## src/rtl/param_dual_rom_pkg.sv

```systemverilog
// Shared ROM contents for the dual-port lookup: base words, fill pattern
// and the word_at() content function used by both read ports.
package param_dual_rom_pkg;

   localparam logic [15:0] XOR_PAT = 16'hA5A5;

   localparam logic [15:0] BASE_WORD [8] = '{
      16'hAAAA, 16'hABCD, 16'h9999, 16'h2121,
      16'h8585, 16'h4258, 16'h7B4E, 16'h9A2B
   };

   typedef struct packed {
      logic valid;
      logic err;
   } rd_status_t;

   // Returns the 32-bit zero-extended content of word idx; callers keep the LSBs.
   function automatic logic [31:0] word_at(input logic [31:0] idx);
      if (idx < 32'd8) begin
         word_at = {16'h0000, BASE_WORD[idx[2:0]]};
      end else begin
         word_at = idx ^ {16'h0000, XOR_PAT};
      end
   endfunction

endpackage

```

## src/rtl/rom_read_port.sv

```systemverilog
// One ROM read port: lookup with out-of-range flag, 1- or 2-stage read
// pipeline and a saturating request counter.
module rom_read_port
   import param_dual_rom_pkg::*;
#(
   parameter int DATA_W  = 16,
   parameter int ADDR_W  = 3,
   parameter int DEPTH   = 8,
   parameter int LATENCY = 1,
   parameter int CNT_W   = 8
) (
   input  logic              clk,
   input  logic              rst_n,
   input  logic              clr_cnt,
   input  logic              en,
   input  logic [ADDR_W-1:0] addr,
   output logic [DATA_W-1:0] data,
   output logic              valid,
   output logic              err,
   output logic [CNT_W-1:0]  cnt
);

   localparam logic [ADDR_W:0]  DEPTH_L = (ADDR_W+1)'(DEPTH);
   localparam logic [CNT_W-1:0] CNT_MAX = '1;

   logic              oob;
   logic [DATA_W-1:0] lookup;
   logic [DATA_W-1:0] s1_data;
   rd_status_t        s1_stat;

   always_comb begin
      oob    = ({1'b0, addr} >= DEPTH_L);
      lookup = oob ? '0 : DATA_W'(word_at(32'(addr)));
   end

   // Data registers only load on a request so outputs hold between results.
   always_ff @(posedge clk or negedge rst_n) begin
      if (!rst_n) begin
         s1_data <= '0;
         s1_stat <= '0;
      end else begin
         s1_stat.valid <= en;
         s1_stat.err   <= en & oob;
         if (en) s1_data <= lookup;
      end
   end

   generate
      if (LATENCY == 2) begin : g_lat2
         logic [DATA_W-1:0] s2_data;
         rd_status_t        s2_stat;

         always_ff @(posedge clk or negedge rst_n) begin
            if (!rst_n) begin
               s2_data <= '0;
               s2_stat <= '0;
            end else begin
               s2_stat <= s1_stat;
               if (s1_stat.valid) s2_data <= s1_data;
            end
         end

         assign data  = s2_data;
         assign valid = s2_stat.valid;
         assign err   = s2_stat.err;
      end else begin : g_lat1
         assign data  = s1_data;
         assign valid = s1_stat.valid;
         assign err   = s1_stat.err;
      end
   endgenerate

   always_ff @(posedge clk or negedge rst_n) begin
      if (!rst_n) begin
         cnt <= '0;
      end else if (clr_cnt) begin
         cnt <= '0;
      end else if (en && (cnt != CNT_MAX)) begin
         cnt <= cnt + 1'b1;
      end
   end

endmodule

```

## src/rtl/param_dual_rom.sv

```systemverilog
// Parameterized dual-port read-only memory; two independent read ports
// sharing one content function and a common counter clear.
module param_dual_rom
   import param_dual_rom_pkg::*;
#(
   parameter int DATA_W  = 16,
   parameter int ADDR_W  = 3,
   parameter int DEPTH   = 8,
   parameter int LATENCY = 1,
   parameter int CNT_W   = 8
) (
   input  logic              clk,
   input  logic              rst_n,
   input  logic              a_en,
   input  logic [ADDR_W-1:0] a_addr,
   input  logic              b_en,
   input  logic [ADDR_W-1:0] b_addr,
   input  logic              clr_cnt,
   output logic [DATA_W-1:0] a_data,
   output logic              a_valid,
   output logic              a_err,
   output logic [CNT_W-1:0]  a_cnt,
   output logic [DATA_W-1:0] b_data,
   output logic              b_valid,
   output logic              b_err,
   output logic [CNT_W-1:0]  b_cnt
);

   rom_read_port #(
      .DATA_W (DATA_W), .ADDR_W (ADDR_W), .DEPTH (DEPTH),
      .LATENCY(LATENCY), .CNT_W (CNT_W)
   ) u_port_a (
      .clk    (clk),
      .rst_n  (rst_n),
      .clr_cnt(clr_cnt),
      .en     (a_en),
      .addr   (a_addr),
      .data   (a_data),
      .valid  (a_valid),
      .err    (a_err),
      .cnt    (a_cnt)
   );

   rom_read_port #(
      .DATA_W (DATA_W), .ADDR_W (ADDR_W), .DEPTH (DEPTH),
      .LATENCY(LATENCY), .CNT_W (CNT_W)
   ) u_port_b (
      .clk    (clk),
      .rst_n  (rst_n),
      .clr_cnt(clr_cnt),
      .en     (b_en),
      .addr   (b_addr),
      .data   (b_data),
      .valid  (b_valid),
      .err    (b_err),
      .cnt    (b_cnt)
   );

endmodule

```

## config.mk

```make
export PLATFORM = sky130hd
export DESIGN_NAME = param_dual_rom
export DESIGN_NICKNAME = d
export VERILOG_FILES = /design/src/rtl/param_dual_rom_pkg.sv /design/src/rtl/rom_read_port.sv /design/src/rtl/param_dual_rom.sv
export SDC_FILE = /design/constraint.sdc
export NUM_CORES = 1
export LEC_CHECK = 0
export ABC_AREA = 1
export CAP_MARGIN = 20
export CORE_ASPECT_RATIO = 1.75
export CORE_MARGIN = 4
export CORE_UTILIZATION = 50
export DETAILED_ROUTE_END_ITERATION = 10
export PLACE_DENSITY = 0.78
export SYNTH_ARGS = -nofsm -noshare
export SYNTH_HDL_FRONTEND = slang
export SYNTH_HIERARCHICAL = 1
export SYNTH_SLANG_ARGS = --single-unit
```

## constraint.sdc

```tcl
create_clock -name clk -period 2 [get_ports clk]
set_input_delay 0.3 -clock clk [delete_from_list [all_inputs] [get_ports clk]]
set_output_delay 0.3 -clock clk [all_outputs]
set_load 0.02 [all_outputs]
```

==> run_results.csv <==
group,metric,value,unit
routing,detail_route.wl_per_cell,13.9,um
synthesis,synth-seq-cells,50,
floorplan,die_w,62.6,um
clock_network,clock_sinks,50,
clock_network,clk_pin_slew,0.09,ns
global_route,grt_pass1_wl,9740,um
synthesis,synth_nets,336,
cells_and_area,fin_util,0.672,
place,gp_congestion,0.940,
critical_path,worstPathArrival,1.41,ns
timing,setup_viol,0,
timing,slew_violations,0,
floorplan,die_h,103,um
clock_network,clock_path_buffers,2,
clock_network,cts_tree,"yes",
timing,skew,0.00662,ns
global_route,grt_max_degree,31,
place,io_buffers,60,
clock_network,cts_resized,0,
floorplan,die-area,6470,um^2
timing,min_period_over_period,0.855,
clock_network,clock_latency,0.29,ns
critical_path,crit_chain,"clkdlybuf4s50_1",
synthesis,post-synth-top-count-cell,"nand2_1",
timing,relSlewSlack,0.656,
routing,routed_wirelength,5930,um
critical_path,path_delay_family,"buffers and inverters",
timing,holdWs,0.483,ns
timing,hold_viol_final,0,
routing,drtPass1Iterations,4,
synthesis,ys_seq_area_frac,0.481,
worst_hold_path,hold_class,"reg2reg",
place,dp.final_hpwl,4490,um
synthesis,synth_top_area_cell,"dfrtp_1",
clock_network,h-tree-depth,2,
flow_run,drv_cap,0,
timing,finalWorstSetupSlack,0.291,ns
cells_and_area,multiInputGateArea,1180,um^2
critical_path,cp_num_buf_inv,1,
synthesis,ys_top_cells_by_count,"nand2_1 (55), dfrtp_1 (50), nor2_1 (42)",
cells_and_area,fillCellCount,434,
critical_path,cp.required,1.70,ns
cells_and_area,drive_gt1_frac,0.0992,
global_route,grt_pass1_vias,2166,
cells_and_area,area_growth,29.5,%
critical_path,critPathMaxStageDelay,0.65,ns
place,place_ws,0.243,ns
cells_and_area,diodes,0,
timing,rsz0062_at_grt,"no",
status,outcome,"finished clean",
synthesis,syn_area,2600,um^2
synthesis,synth_top_area_frac,0.481,
floorplan,num_rows,34,
critical_path,cp-end-kind,"output port",
timing,worst_slew_pin_slew,0.514,ns
floorplan,coreArea,5020,um^2
synthesis,ys_async_sr_fraction,1.00,
critical_path,critPathSlowestCell,"clkdlybuf4s50_1",
timing,period_minus_slack,1.71,ns
synthesis,syn_avg_cell_area,8.43,um^2
routing,routed_via_density,5.25,
cells_and_area,final_net_count,399,
timing,fin_tns_setup,0,ns
synthesis,yosys.cell_types.count,26,
synthesis,yosys-top-cells-area,"dfrtp_1 (48%), nand2_1 (7.9%), ha_1 (7.7%), nor2_1 (6.1%), a21oi_1 (5.2%)",
critical_path,path_max_fanout,7,
routing,drt_iter0_markers,121,
routing,drc,0,
global_route,grt_antenna_before_repair,0,
routing,antenna_left,0,
floorplan,design.portCount,63,
synthesis,synthCells,309,
synthesis,synth_warnings,6,
cells_and_area,regArea,1250,um^2
routing,vias,2243,
global_route,grt_use_total,0.187,
power,total_power,0.00239,W
timing,timing.fmax,585,MHz
critical_path,cp-start-kind,"flip-flop",
power,power_leakage,1.53,nW
synthesis,synthFlopType,"dfrtp_1",
critical_path,path_class,"reg2out",
power,vdd_drop_max,0.464,mV
global_route,grt_overflow,0,
power,power.density,708,nW/um^2
synthesis,synth-edff-count,0,
clock_network,cts_root_buf,"clkbuf_8",
clock_network,cts_made_buffers,5,
floorplan,start_util,0.519,
-- what timing repair did --
action,4_1_cts,5_1_grt
hold endpoints to repair,20,0
setup buffers,0,0
hold buffers,1,0
-- cell usage in the layout, fill, tap and decap left out --
cell	instances
clkdlybuf4s50_1	59
inv_2	4
nand2_2	4
nor2_1	42
nand2_4	4
conb_1	2
o21bai_1	4
a21oi_2	2
inv_1	20
a31oi_1	8
clkinv_2	3
dfrtp_1	50
bufinv_16	1
buf_2	1
nand2_1	55
nand4_1	2
inv_4	2
clkbuf_8	5
or2_1	1
o21ai_1	20
dlygate4sd3_1	1
a21oi_1	27
nand3_1	22
buf_4	4
ha_1	16
nor3b_1	2
buf_12	1
nor2_2	6
nor3_1	2
o21ai_0	3
-- kinds of logic after synthesis --
| group | Yosys count | share of synthesized area |
|---|---|---|
| AOI/OAI and AO/OA | 64 | 0.134 |
| adders and majority gates | 16 | 0.0769 |
| buffers and inverters | 37 | 0.0658 |
| DFF | 50 | 0.481 |
| other | 2 | 0.00288 |
| and+or+nand+nor | 140 | 0.240 |
-- stage by stage --
| stage | instances | cell area, um^2 |
|---|---|---|
| 3_5_place_dp | 418 | 3250 |
| 5_1_grt | 427 | 3370 |
| 3_3_place_gp | 418 | 3250 |
| 6_report | 427 | 3370 |
| 2_1_floorplan | 309 | 2600 |
| 4_1_cts | 427 | 3370 |
-- flip-flops by register name, summed over array words and instances, names as in the netlist --
name            count
u_port_a/cnt        8
u_port_b/valid      1
u_port_b/cnt        8
u_port_a/data      16
u_port_a/valid      1
u_port_b/data      16
-- final timing paths --
check                                    end  cells after the start         startpoint  slack [ns]
setup / recovery                    a_cnt[5]                      1    u_port_a/cnt[5]        0.29
hold / removal             u_port_b/data[14]                      2  u_port_b/data[14]        0.48
setup reg to reg             u_port_a/cnt[0]                      6    u_port_a/cnt[1]        0.65
hold reg to reg            u_port_b/data[14]                      2  u_port_b/data[14]        0.48
max in group asynchronous    u_port_a/cnt[4]                      3              rst_n        0.98
min in group asynchronous  u_port_a/data[11]                      2              rst_n        0.49
-- report_power, final --
part	internal [W]	total [W]	switching [W]
combinational	0.000239	0.000549	0.000310
clock	0.000368	0.000684	0.000316
sequential	0.00109	0.00116	0.0000608
-- final cells by class --
cell class	instances	share of cell area
clock inverter	3	0.0119
multi-input combinational	222	0.350
timing repair buffer	66	0.194
inverter	27	0.0319
clock buffer	5	0.0204
sequential	50	0.371
tap	54	0.0200
-- per-layer routing --
| layer | global-route usage | routed length, um | vias up |
|---|---|---|---|
| li1 | - | - | 1129 |
| met1 | 0.203 | 2350 | 1039 |
| met2 | 0.363 | 3310 | 67 |
| met3 | 0.0357 | 210 | 8 |
| met4 | 0.0629 | 61 | 0 |
| met5 | 0 | 0 | - |
(Power assumes the default switching activity.)
